`config.mk`:
```
export PLATFORM = sky130hd
export DESIGN_NAME = keypad_emulator_flat
export DESIGN_NICKNAME = d
export VERILOG_FILES = /design/src/rtl/keypad_emulator_if.sv /design/src/rtl/keypad_emulator.sv /design/src/flat_wrapper.sv
export SDC_FILE = /design/constraint.sdc
export NUM_CORES = 1
export LEC_CHECK = 0
export ABC_AREA = 1
export ABC_CLOCK_PERIOD_IN_PS = 2580
export BUFFER_PORTS_ARGS = -buffer_cell sky130_fd_sc_hd__buf_4
export CORE_MARGIN = 1
export CORE_UTILIZATION = 59
export DETAILED_ROUTE_END_ITERATION = 7
export PLACE_DENSITY_LB_ADDON = 0.15
export SLEW_MARGIN = 25
export SYNTH_ARGS = -nofsm -noshare
export SYNTH_HDL_FRONTEND = slang
export SYNTH_SLANG_ARGS = --single-unit
```
`constraint.sdc`:
```
create_clock -name clk -period 2.58 [get_ports clk]
set_input_delay 0.258 -clock clk [delete_from_list [all_inputs] [get_ports clk]]
set_output_delay 0.258 -clock clk [all_outputs]
set_load 0.01 [all_outputs]
```
`src/rtl/keypad_emulator_if.sv`:
```
// rtl/keypad_emulator_if.sv - host request and row/column matrix signals of the keypad emulator
interface keypad_emulator_if #(
    parameter int HOLD_W = 16
);
    logic              start;
    logic [3:0]        key;
    logic [HOLD_W-1:0] hold_cycles;
    logic              bounce_en;
    logic [3:0]        row;
    logic [3:0]        col;
    logic              busy;
    logic              done;

    // master is the host plus row scanner; slave is the emulated keypad
    modport master (
        output start, key, hold_cycles, bounce_en, row,
        input  col, busy, done
    );

    modport slave (
        input  start, key, hold_cycles, bounce_en, row,
        output col, busy, done
    );
endinterface

```
`src/rtl/keypad_emulator.sv`:
```
// rtl/keypad_emulator.sv - 4x4 matrix keypad model sequencing press bounce, hold and release bounce
module keypad_emulator #(
    parameter int         BOUNCE_CYCLES = 16,
    parameter int         HOLD_W        = 16,
    parameter logic [7:0] LFSR_SEED     = 8'hA5
) (
    input  logic            clk,
    input  logic            reset,
    keypad_emulator_if.slave kp
);

    localparam int BCNT_W = $clog2(BOUNCE_CYCLES) + 1;
    localparam int CNT_W  = (HOLD_W > BCNT_W) ? HOLD_W : BCNT_W;
    localparam logic [CNT_W-1:0] BOUNCE_LAST = CNT_W'(BOUNCE_CYCLES - 1);

    typedef enum logic [2:0] {
        S_IDLE,
        S_PRESS_B,
        S_HOLD,
        S_REL_B,
        S_DONE
    } state_t;

    state_t            state;
    state_t            state_nx;
    logic [CNT_W-1:0]  cnt;
    logic [CNT_W-1:0]  cnt_nx;
    logic [CNT_W-1:0]  hold_last;
    logic [7:0]        lfsr;
    logic [7:0]        lfsr_nx;
    logic              contact;
    logic              contact_nx;
    logic              bounce_sel;
    logic              accept;
    logic [3:0]        key_row;
    logic [3:0]        key_col;
    logic [HOLD_W-1:0] hold_q;
    logic              bounce_q;

    // Returns {row one-hot, col one-hot}; col bit3 is the leftmost key of a row
    function automatic logic [7:0] key_decode(input logic [3:0] k);
        logic [7:0] rc;
        case (k)
            4'h1:    rc = {4'b0001, 4'b0001};
            4'h2:    rc = {4'b0001, 4'b0010};
            4'h3:    rc = {4'b0001, 4'b0100};
            4'hA:    rc = {4'b0001, 4'b1000};
            4'h4:    rc = {4'b0010, 4'b0001};
            4'h5:    rc = {4'b0010, 4'b0010};
            4'h6:    rc = {4'b0010, 4'b0100};
            4'hB:    rc = {4'b0010, 4'b1000};
            4'h7:    rc = {4'b0100, 4'b0001};
            4'h8:    rc = {4'b0100, 4'b0010};
            4'h9:    rc = {4'b0100, 4'b0100};
            4'hC:    rc = {4'b0100, 4'b1000};
            4'hE:    rc = {4'b1000, 4'b0001};
            4'h0:    rc = {4'b1000, 4'b0010};
            4'hF:    rc = {4'b1000, 4'b0100};
            default: rc = {4'b1000, 4'b1000};
        endcase
        return rc;
    endfunction

    assign accept  = (state == S_IDLE) && kp.start;
    assign lfsr_nx = {lfsr[6:0], lfsr[7] ^ lfsr[5] ^ lfsr[4] ^ lfsr[3]};

    // The press being accepted this cycle has not latched bounce_en yet
    assign bounce_sel = (state == S_IDLE) ? kp.bounce_en : bounce_q;

    // A zero hold request still gives one stable-contact cycle
    always_comb begin
        hold_last = '0;
        if (hold_q != '0) begin
            hold_last = CNT_W'(hold_q) - CNT_W'(1);
        end
    end

    always_comb begin
        state_nx = state;
        cnt_nx   = cnt;
        case (state)
            S_IDLE: begin
                if (kp.start) begin
                    state_nx = S_PRESS_B;
                    cnt_nx   = '0;
                end
            end
            S_PRESS_B: begin
                if (cnt == BOUNCE_LAST) begin
                    state_nx = S_HOLD;
                    cnt_nx   = '0;
                end else begin
                    cnt_nx = cnt + CNT_W'(1);
                end
            end
            S_HOLD: begin
                if (cnt == hold_last) begin
                    state_nx = S_REL_B;
                    cnt_nx   = '0;
                end else begin
                    cnt_nx = cnt + CNT_W'(1);
                end
            end
            S_REL_B: begin
                if (cnt == BOUNCE_LAST) begin
                    state_nx = S_DONE;
                    cnt_nx   = '0;
                end else begin
                    cnt_nx = cnt + CNT_W'(1);
                end
            end
            S_DONE: begin
                state_nx = S_IDLE;
                cnt_nx   = '0;
            end
            default: begin
                state_nx = S_IDLE;
                cnt_nx   = '0;
            end
        endcase
    end

    // contact is registered alongside the state so chatter tracks the live lfsr[0]
    always_comb begin
        contact_nx = 1'b0;
        case (state_nx)
            S_PRESS_B: contact_nx = bounce_sel ? lfsr_nx[0] : 1'b1;
            S_HOLD:    contact_nx = 1'b1;
            S_REL_B:   contact_nx = bounce_sel ? lfsr_nx[0] : 1'b0;
            default:   contact_nx = 1'b0;
        endcase
    end

    always_ff @(posedge clk or negedge reset) begin
        if (!reset) begin
            state   <= S_IDLE;
            cnt     <= '0;
            contact <= 1'b0;
            lfsr    <= LFSR_SEED;
        end else begin
            state   <= state_nx;
            cnt     <= cnt_nx;
            contact <= contact_nx;
            lfsr    <= lfsr_nx;
        end
    end

    always_ff @(posedge clk or negedge reset) begin
        if (!reset) begin
            key_row  <= 4'b0000;
            key_col  <= 4'b0000;
            hold_q   <= '0;
            bounce_q <= 1'b0;
        end else if (accept) begin
            {key_row, key_col} <= key_decode(kp.key);
            hold_q             <= kp.hold_cycles;
            bounce_q           <= kp.bounce_en;
        end
    end

    assign kp.col  = (contact && ((kp.row & key_row) != 4'b0000)) ? key_col : 4'b0000;
    assign kp.busy = (state != S_IDLE);
    assign kp.done = (state == S_DONE);

endmodule

```
`src/flat_wrapper.sv`:
```
// flat-port wrapper written by rule: the top's interface ports become plain ports
module keypad_emulator_flat 
#(
    parameter int         BOUNCE_CYCLES = 16,
    parameter int         HOLD_W        = 16,
    parameter logic [7:0] LFSR_SEED     = 8'hA5
)
  (clk, reset, kp_start, kp_key, kp_hold_cycles, kp_bounce_en, kp_row, kp_col, kp_busy, kp_done);
  keypad_emulator_if #(.HOLD_W(HOLD_W)) kp_i ();
  input  logic clk;
  input  logic reset;
  input wire logic [$bits(kp_i.start)-1:0] kp_start;
  input wire logic [$bits(kp_i.key)-1:0] kp_key;
  input wire logic [$bits(kp_i.hold_cycles)-1:0] kp_hold_cycles;
  input wire logic [$bits(kp_i.bounce_en)-1:0] kp_bounce_en;
  input wire logic [$bits(kp_i.row)-1:0] kp_row;
  output wire logic [$bits(kp_i.col)-1:0] kp_col;
  output wire logic [$bits(kp_i.busy)-1:0] kp_busy;
  output wire logic [$bits(kp_i.done)-1:0] kp_done;
  assign kp_i.start = kp_start;
  assign kp_i.key = kp_key;
  assign kp_i.hold_cycles = kp_hold_cycles;
  assign kp_i.bounce_en = kp_bounce_en;
  assign kp_i.row = kp_row;
  assign kp_col = kp_i.col;
  assign kp_busy = kp_i.busy;
  assign kp_done = kp_i.done;
  keypad_emulator #(.BOUNCE_CYCLES(BOUNCE_CYCLES), .HOLD_W(HOLD_W), .LFSR_SEED(LFSR_SEED)) u_core (.clk(clk), .reset(reset), .kp(kp_i));
endmodule
```
==> results of run 1 <==
==> layer usage <==
layer | routed length [um] | up-vias | global-route usage | part of all wire
met2 | 3820 | 82 | 0.487 | 0.50
met3 | 348 | 13 | 0.0388 | 0.046
met5 | 0 | - | 0 | 0
met4 | 137 | 0 | 0.104 | 0.018
li1 | - | 1599 | - | -
met1 | 3320 | 1460 | 0.340 | 0.44
==> through the flow <==
step | total power, W | area [um2] | hold slack, ps | TNS [ps]
after global placement | 0.00317 | 3670 | 333 | 0
after detailed placement | 0.00322 | 3670 | 339 | 0
after global routing | 0.00410 | 3810 | 155 | -876
after floorplan | 0.00273 | 3350 | -37.6 | 0
final | 0.00374 | 3810 | 147 | 0
after CTS | 0.00372 | 3770 | 144 | 0
==> power groups by stage <==
stage	clock network (W)	registers, W	logic, W
2_1_floorplan	0	0.00136	0.00137
3_3_place_gp	0	0.00145	0.00172
3_5_place_dp	0	0.00145	0.00177
4_1_cts	0.000504	0.00144	0.00178
5_1_grt	0.000526	0.00149	0.00209
6_report	0.000491	0.00145	0.00180
==> cell usage after synthesis (2+ instances only) <==
library cell,number,area [um2]
a21oi_1,6,30.0
nor2_2,14,87.6
nand2_1,121,454
nor2_1,56,210
xor2_1,12,105
buf_6,2,22.5
nand2_2,3,18.8
ha_1,6,75.1
xnor2_1,3,26.3
nor2_4,2,22.5
nand4_1,23,144
dfrtp_1,49,1230
nor4_1,3,18.8
clkbuf_1,5,18.8
dfstp_2,4,105
o21ai_0,36,180
inv_1,65,244
nor3_1,7,35.0
nand3_1,43,215
a22o_1,3,26.3
==> cells in the final DEF, fill, tap and decap left out, drive strengths merged <==
| cell | count |
|---|---|
| o41ai | 1 |
| clkinvlp | 1 |
| nor2 | 72 |
| nand3 | 43 |
| o21a | 1 |
| a21oi | 6 |
| xnor2 | 3 |
| dfrtp | 49 |
| nand4 | 23 |
| a21o | 1 |
| nand3b | 1 |
| o21ai | 36 |
| dlygate4sd3 | 1 |
| nand2 | 125 |
| ha | 6 |
| clkbuf | 5 |
| nor3 | 7 |
| o211ai | 1 |
| dfstp | 4 |
| a22o | 3 |
| inv | 66 |
| o22ai | 1 |
| nor4 | 3 |
| a22oi | 1 |
| and2 | 1 |
| clkinv | 1 |
| buf | 37 |
| xor2 | 12 |
==> worst paths after layout <==
check                                  start          endpoint  slack [ps]  cells after the start
min in group asynchronous              reset  u_core.hold_q[3]         530                      2
setup reg to reg            u_core.hold_q[1]     u_core.cnt[2]         170                     19
hold reg to reg               u_core.lfsr[1]    u_core.lfsr[2]         360                      0
setup / recovery            u_core.hold_q[1]     u_core.cnt[2]         170                     19
hold / removal             kp_hold_cycles[0]  u_core.hold_q[0]         150                      3
max in group asynchronous              reset     u_core.cnt[2]        1600                      2
==> flip-flops by register name, summed over array words and instances (netlist names) <==
register,count
u_core.bounce_q,1
u_core.cnt,16
u_core.contact,1
u_core.hold_q,16
u_core.key_col,4
u_core.key_row,4
u_core.lfsr,8
u_core.state,3
==> area by class of cell <==
cell class	count	area, um2	area share
clock inverters	3	25.0	0.00657
well taps	72	90.1	0.0237
multi-input cells	347	1750	0.459
inverters	65	244	0.0641
flip-flops and latches	53	1330	0.350
clock buffers	5	68.8	0.0181
repair buffers	38	300	0.0789
==> critical path, delay by kind of cell, from the launching register on <==
family / cells / cell delay (ps)
AND/OR/NAND/NOR: 14 / 1320
buffers and inverters: 4 / 410
flip-flops: 1 / 390
adder cells (fa/ha/maj): 1 / 170
==> cell families (layout without fill, tap and decap cells) <==
family	after synthesis	count (layout)	synth area share
AOI/OAI and AO/OA	51	51	0.0841
xor gates and xnor gates	15	15	0.0392
adders and majority gates	6	6	0.0224
buffers and inverters	75	111	0.0923
DFF	53	53	0.398
and+or+nand+nor	274	275	0.364
==> timing repair <==
action	CTS	global route
hold buffers	1	0
endpoints found under the setup margin	0	17
endpoints found under the hold margin	24	0
gates resized for setup	0	8
==> metrics, run 1 <==
status completed; via count 3154; critical-path maximum fanout 14; Slew Viols, Final 0; DRC violations left 0; Seq cells post-synth 53; HP Class in -> reg; Worst path max stage delay 390 ps; Int Pwr ~0.0020 W; max cap viols 0; IO Pins 34; die area between 0.005 and 0.006 mm2; Post-Syn Instances between 400 and 500; CTS tree done; RD Place Congestion around 0.92; Min Clock Period, post-route roughly 2400 ps; Final Net Count between 500 and 600; layout cells sized above 1 0.145; sw power about 0.0017 W; Die H 77.3 um; Max clock buf depth 2; Critical Path Most Common Cell nand2_1; Routed WL per cell roughly 13 um; remaining antenna violation count 0; Req. time, crit path 2790 ps; Seq pwr share 0.387; Crit-path slowest cell dfrtp_1; Core ar. ~0.0055 mm2; worst slew pin tran roughly 690 ps; antenna fix cells 0; Initial DRC Count 235; Fin. Hold Viols 0; total CTS buffers 5; fmax 0.415 GHz; Synth Cell Area approximately 0.0033 mm2; Overall Global Routing Usage 0.275; Setup crit end kind flip-flop; clock root buffer clkbuf_8; Post-Place Cells approximately 570; Clock transition at path regs ~110 ps; crit path DAT 2620 ps; global route overflow 0; clock skew ~10 ps; first-pass GRT wire length approximately 13000 um; Fill cells 480; asr flop ratio synth 1.00; sequential share of the synthesized area 0.398; CP startpoint kind flip-flop; Clock Latency Late Sink slightly above 300 ps; dominant synthesized flop cell dfrtp_1; die width just under 80 um; Synth warnings 0; Post-synth EDFFs 0; Area growth syn-to-layout 13.7%; PortBufs 33; VDD IR max just over 0.0006 V; DP HPWL 5620 um; Clock Sink Count 53; critical path class reg -> reg; Avg Cell Area, Syn roughly 7.1 um2; largest net degree at the start of global routing 54; combinational group share of total power 0.482; pre-CTS setup slack between 40 and 50 ps; switching share of power 0.457; slack of the critical path 169 ps; H-tree depth 2; setup violators final 0; Rel. slew slack 0.539; period utilisation layout 0.935; vias in the first global route between 3000 and 4000; final core utilization 0.695; final cell count without fillers 583; drt via density 5.41; clock power share 0.131; CP cell instances inv_1 > ha_1 > buf_4 > nand2_1 > nor2_2 > nand2_1 > nand2_1 > inv_1 > nand3_1 > nand2_1 > nor2_1 > nand4_1 > nor2_2 > nand3_1 > nand2_1 > nand2_2 > nor2_4 > buf_12 > nor2_1; distinct cell type count after synthesis 31; Static Leakage roughly 1.9 nW; Initial Util 0.612; post-CTS setup repair buffer count 0; wirelength, routed 7630 um; initial antenna violation count 0; PD cells a little under 1000 mW/mm2; # rows 27; Post-Syn Nets 508; Pre-antenna DRT Iters 6
No activity file was read; power rests on OpenSTA's default activity.
==> run 2: changes to the inputs <==
CORE_UTILIZATION = 55   (was 59)
==> run 2 against run 1 <==
Critical path depth fell by 3. Maximum frequency shrank 3.3%. Power is 10% higher. Utilization is 0.61 points lower. Setup slack got worse by 81 ps. Routed wire length grew 8.5%. Die area is 7.1% higher. Cell count increased by 3.3%. Sequential share of layout area fell by 2.0 points. Non-clock buffer count increased by 17. Largest cell class unchanged.
==> metrics, run 2 (synthesis gave the netlist of run 1 again) <==
Slew Viols, Final 0; final core utilization 0.689; Post-Route Setup TNS 0 ps; Hold WS ~130 ps; Fin. Hold Viols 0; initial antenna violation count 0; VDD IR max between 0.0006 and 0.0007 V; most common cell after layout, fill and taps aside nand2_1; Initial Util 0.569; Die H roughly 80 um; Final Net Count 560; Routed WL per cell roughly 14 um; fmax 0.401 GHz; via count between 3000 and 4000; instance area at placement about 0.0037 mm2; HP Class in -> reg; RD Place Congestion roughly 0.9; clock root buffer clkbuf_8; PortBufs 33; wirelength, routed 8270 um; Pre-antenna DRT Iters 8; Setup crit end kind flip-flop; CTS tree done; max cap viols 0; Min Clock Period, post-route between 2000 and 2500 ps; # rows 28; fin area between 0.004 and 0.005 mm2; IO Pins 34; global route overflow 0; Post-Place Cells 578; die area 0.00640 mm2; H-tree depth 2; vias in the first global route 2944; critical-path maximum fanout 7; Req. time, crit path 2790 ps; DRC violations left 0; PD cells just over 1000 mW/mm2; Initial DRC Count just under 200; DP HPWL 5720 um; Max clock buf depth 2; crit path DAT ~2700 ps; Area growth syn-to-layout 21.2%; worst slew pin tran around 730 ps; die width about 80 um; layout cells sized above 1 0.203; critical path class reg -> reg; Clock Sink Count 53; Regs by FF count u_core.cnt (16), u_core.hold_q (16), u_core.lfsr (8); period utilisation layout 0.966; total CTS buffers 5; largest net degree at the start of global routing 54; Overall Global Routing Usage 0.255; setup violators final 0; CP startpoint kind flip-flop; first-pass GRT wire length ~13000 um; clock skew 19.9 ps; Rel. slew slack 0.506; antenna fix cells 0; Core ar. ~0.0059 mm2; Static Leakage approximately 2 nW; Clock transition at path regs 110 ps; final cell count without fillers between 600 and 700; drt via density approximately 5.5; status completed; most frequent cells in the layout nand2_1 (118), inv_1 (63), buf_4 (49); Clock Latency Late Sink around 320 ps; remaining antenna violation count 0
==> run 2: cell count changes in the layout (fill, tap and decap cells not counted), moves of 2 or more <==
cell       delta
buf_4        +13
nor2_1        -7
inv_1         -2
dfrtp_2       +5
buf_12        +2
inv_2         +2
nand2_1       -2
dfrtp_1       -5
clkbuf_16     +2
nor2_4        +4
nor2_2        +3
==> run 2: critical path, stage by stage (launching register included) <==
cell       delay, ps
dfrtp_2          440
buf_4            150
nor2_1           170
nand2_1          160
nor2_4           200
nand3_1          130
nand3_1          100
nand2_1           50
nand2_1           80
nand3_1           80
nor2_2           150
nand3_1          100
nand2_1           90
nand2_2           80
nor2_4           180
clkbuf_16        180
nor2_1            40
==> run 2: path summary, 6_finish.rpt <==
check	slack, ps	from	to	cells after the start
max reg2reg	90	u_core.hold_q[6]	u_core.cnt[5]	16
min in group asynchronous	500	reset	u_core.hold_q[11]	2
max	90	u_core.hold_q[6]	u_core.cnt[5]	16
min reg2reg	370	u_core.lfsr[1]	u_core.lfsr[2]	0
max in group asynchronous	1610	reset	u_core.hold_q[3]	2
min	130	kp_hold_cycles[10]	u_core.hold_q[10]	3
==> run 2: per-layer routing <==
layer	up-vias	wire (um)	track usage
li1	1637	-	-
met5	-	0	0
met3	14	382	0.0354
met2	107	4180	0.459
met4	0	129	0.0661
met1	1561	3580	0.320
==> run 2: power by group <==
group	internal, W	switching (W)	leakage [nW]	total, W
clock	0.000222	0.000299	0.0478	0.000520
combinational	0.000897	0.00124	1.27	0.00213
sequential	0.00115	0.000328	0.643	0.00147
==> run 2: final cells by class <==
type	count	area (um2)
inverter	65	244
fill	513	1830
clock buffer	6	82.6
clock inverter	2	16.3
tap	75	93.8
sequential	53	1340
timing repair buffer	55	488
multi-input combinational	346	1800
==> run 2: timing repair <==
| action | CTS | global route |
|---|---|---|
| setup endpoints to repair | 0 | 17 |
| hold buffers | 1 | 0 |
| buffers inserted | 0 | 13 |
| endpoints found under the hold margin | 27 | 0 |
| resized for setup | 0 | 30 |
==> run 2: through the flow <==
stage | power, W | worst slack [ps]
finish | 0.00413 | 87.0
global route | 0.00446 | -71.0
CTS | 0.00376 | 55.3
detailed placement | 0.00324 | 103
floorplan | 0.00273 | 396
global placement | 0.00319 | 158
==> run 3: changes to the inputs <==
PLACE_DENSITY_LB_ADDON = 0.3   (was 0.15)
==> run 3 against run 2 <==
The flow now finishes with violations (hold timing). Maximum frequency increased by 1.4%. Via count is 0.96% lower. Critical path depth shrank 1. Die area is the same. Setup slack better by 33 ps. Count of clock-buffer cells in the layout up 1. Sequential share of layout area rose by 2.0 points. Utilization decreased by 4.3 points. Critical endpoint unchanged. Global-route usage grew 1.9 points. Sequential cell count stayed put. Cell count down 2.7%.
==> metrics, run 3 (synthesis gave the netlist of run 1 again) <==
RD Place Congestion 0.872; Fill cells 574; Initial Util 0.569; remaining antenna violation count 0; status complete, but fails checks; Final Net Count around 540; DP HPWL between 5000 and 6000 um; wirelength, routed around 8000 um; max cap viols 0; GR peak layer met2; largest net degree at the start of global routing 54; critical-path maximum fanout 14; Setup crit end kind flip-flop; first-pass GRT wire length roughly 14000 um; Clock Latency Late Sink roughly 310 ps; Overall Global Routing Usage 0.274; layout cells sized above 1 0.143; initial antenna violation count 0; global route overflow 0; Area growth syn-to-layout 13.6%; VDD IR max between 0.0005 and 0.0006 V; CP endpoint u_core.cnt[5]; Clock transition at path regs 100 ps; IO Pins 34; fmax just over 0.4 GHz; most common cell after layout, fill and taps aside nand2_1; Min Clock Period, post-route roughly 2500 ps; CTS Hold Bufs 0; via count around 3300; vias in the first global route 3154; worst slew pin tran between 700 and 800 ps; Regs by FF count u_core.cnt (16), u_core.hold_q (16), u_core.lfsr (8); Slew Viols, Final 0; Fin. Hold Viols 25; Routed WL per cell around 14 um; clock skew approximately 17 ps; PortBufs 33; # rows 28; Pre-antenna DRT Iters 5; Core ar. around 0.006 mm2; worst r2r path cells 15; Die H between 80 and 90 um; Post-Place Cells 577; Max clock buf depth 2; CP startpoint kind flip-flop; Hold WS -32.6 ps; PD cells roughly 990 mW/mm2; Static Leakage 1.86 nW; Initial DRC Count roughly 220; Rel. slew slack 0.524; area of the multi-input gates 0.00176 mm2; Worst Setup SP u_core.hold_q[2]; Crit Reg-Reg Endpoint u_core.cnt[5]; antenna fix cells 0; final cell count without fillers 586; drt via density about 5.6; RR Startpoint u_core.hold_q[2]; H-tree depth 2; Clock Sink Count 53; setup violators final 0; DRC violations left 0; Worst R2R Setup Slack about 120 ps; met2 Track Usage GR 0.493; met1 Usage GRT 0.318; die area between 0.006 and 0.007 mm2; Sequential Area 0.00133 mm2; post-CTS setup repair buffer count 0; die width approximately 80 um; GR Layer Usage met3 0.0457; period utilisation layout 0.953; clock root buffer clkbuf_8; violated checks hold timing; Req. time, crit path approximately 2800 ps; HP Class in -> async; most frequent cells in the layout nand2_1 (121), inv_1 (65), nor2_1 (51); critical path class reg -> reg; total CTS buffers 5; crit path DAT 2660 ps; CTS tree done
==> run 3: what timing repair did <==
item / 4_1_cts / 5_1_grt
gates cloned: 0 / 1
gates resized for setup: 1 / 9
setup endpoints to repair: 3 / 14
pin swaps: 0 / 1
==> run 3: power by group <==
part           switching, W  total, W  internal, W
clock network      0.000271  0.000463     0.000191
registers          0.000314   0.00145      0.00114
logic               0.00115   0.00185     0.000706
==> run 3: cell type report <==
class,count,share of cell area
sequential,53,0.350
multi-input combinational,347,0.462
clock buffer,7,0.0201
clock inverter,1,0.00132
timing repair buffer,38,0.0783
inverter,65,0.0641
tap,75,0.0247
==> run 3: worst min-delay path by stage <==
stage,to,cells after the start
final,u_core.hold_q[11],1
after global placement,u_core.hold_q[11],1
after CTS,u_core.hold_q[4],1
after floorplan,u_core.bounce_q,0
after global routing,u_core.cnt[15],1
after detailed placement,u_core.hold_q[11],1
==> run 3: critical path, cell delays in order, from the launching register on <==
cell     delay [ps]
dfrtp_1         430
nor2_1          150
nand2_1         150
nor2_2          280
nand3_1         180
nand3_1         120
nand2_1          60
nand2_1          90
nand3_1          80
nor2_1          200
nand3_1         110
nand2_1          90
nand2_2          80
nor2_4          110
buf_12          160
nor2_1           50
==> run 3: through the flow <==
step           TNS, ps  power (W)  instance area (um2)  setup slack, ps   util
3_5_place_dp         0    0.00325                 3680             6.54  0.625
5_1_grt           -399    0.00412                 3800            -43.9  0.646
6_report             0    0.00376                 3800              120  0.646
3_3_place_gp         0    0.00318                 3680              132  0.625
4_1_cts              0    0.00372                 3760              122  0.639
2_1_floorplan        0    0.00273                 3350              396      -
==> run 3: routing by layer <==
metal / part of all wire / wire [um]
met5: 0 / 0
met1: 0.41 / 3280
met4: 0.029 / 233
met2: 0.50 / 3960
met3: 0.061 / 488
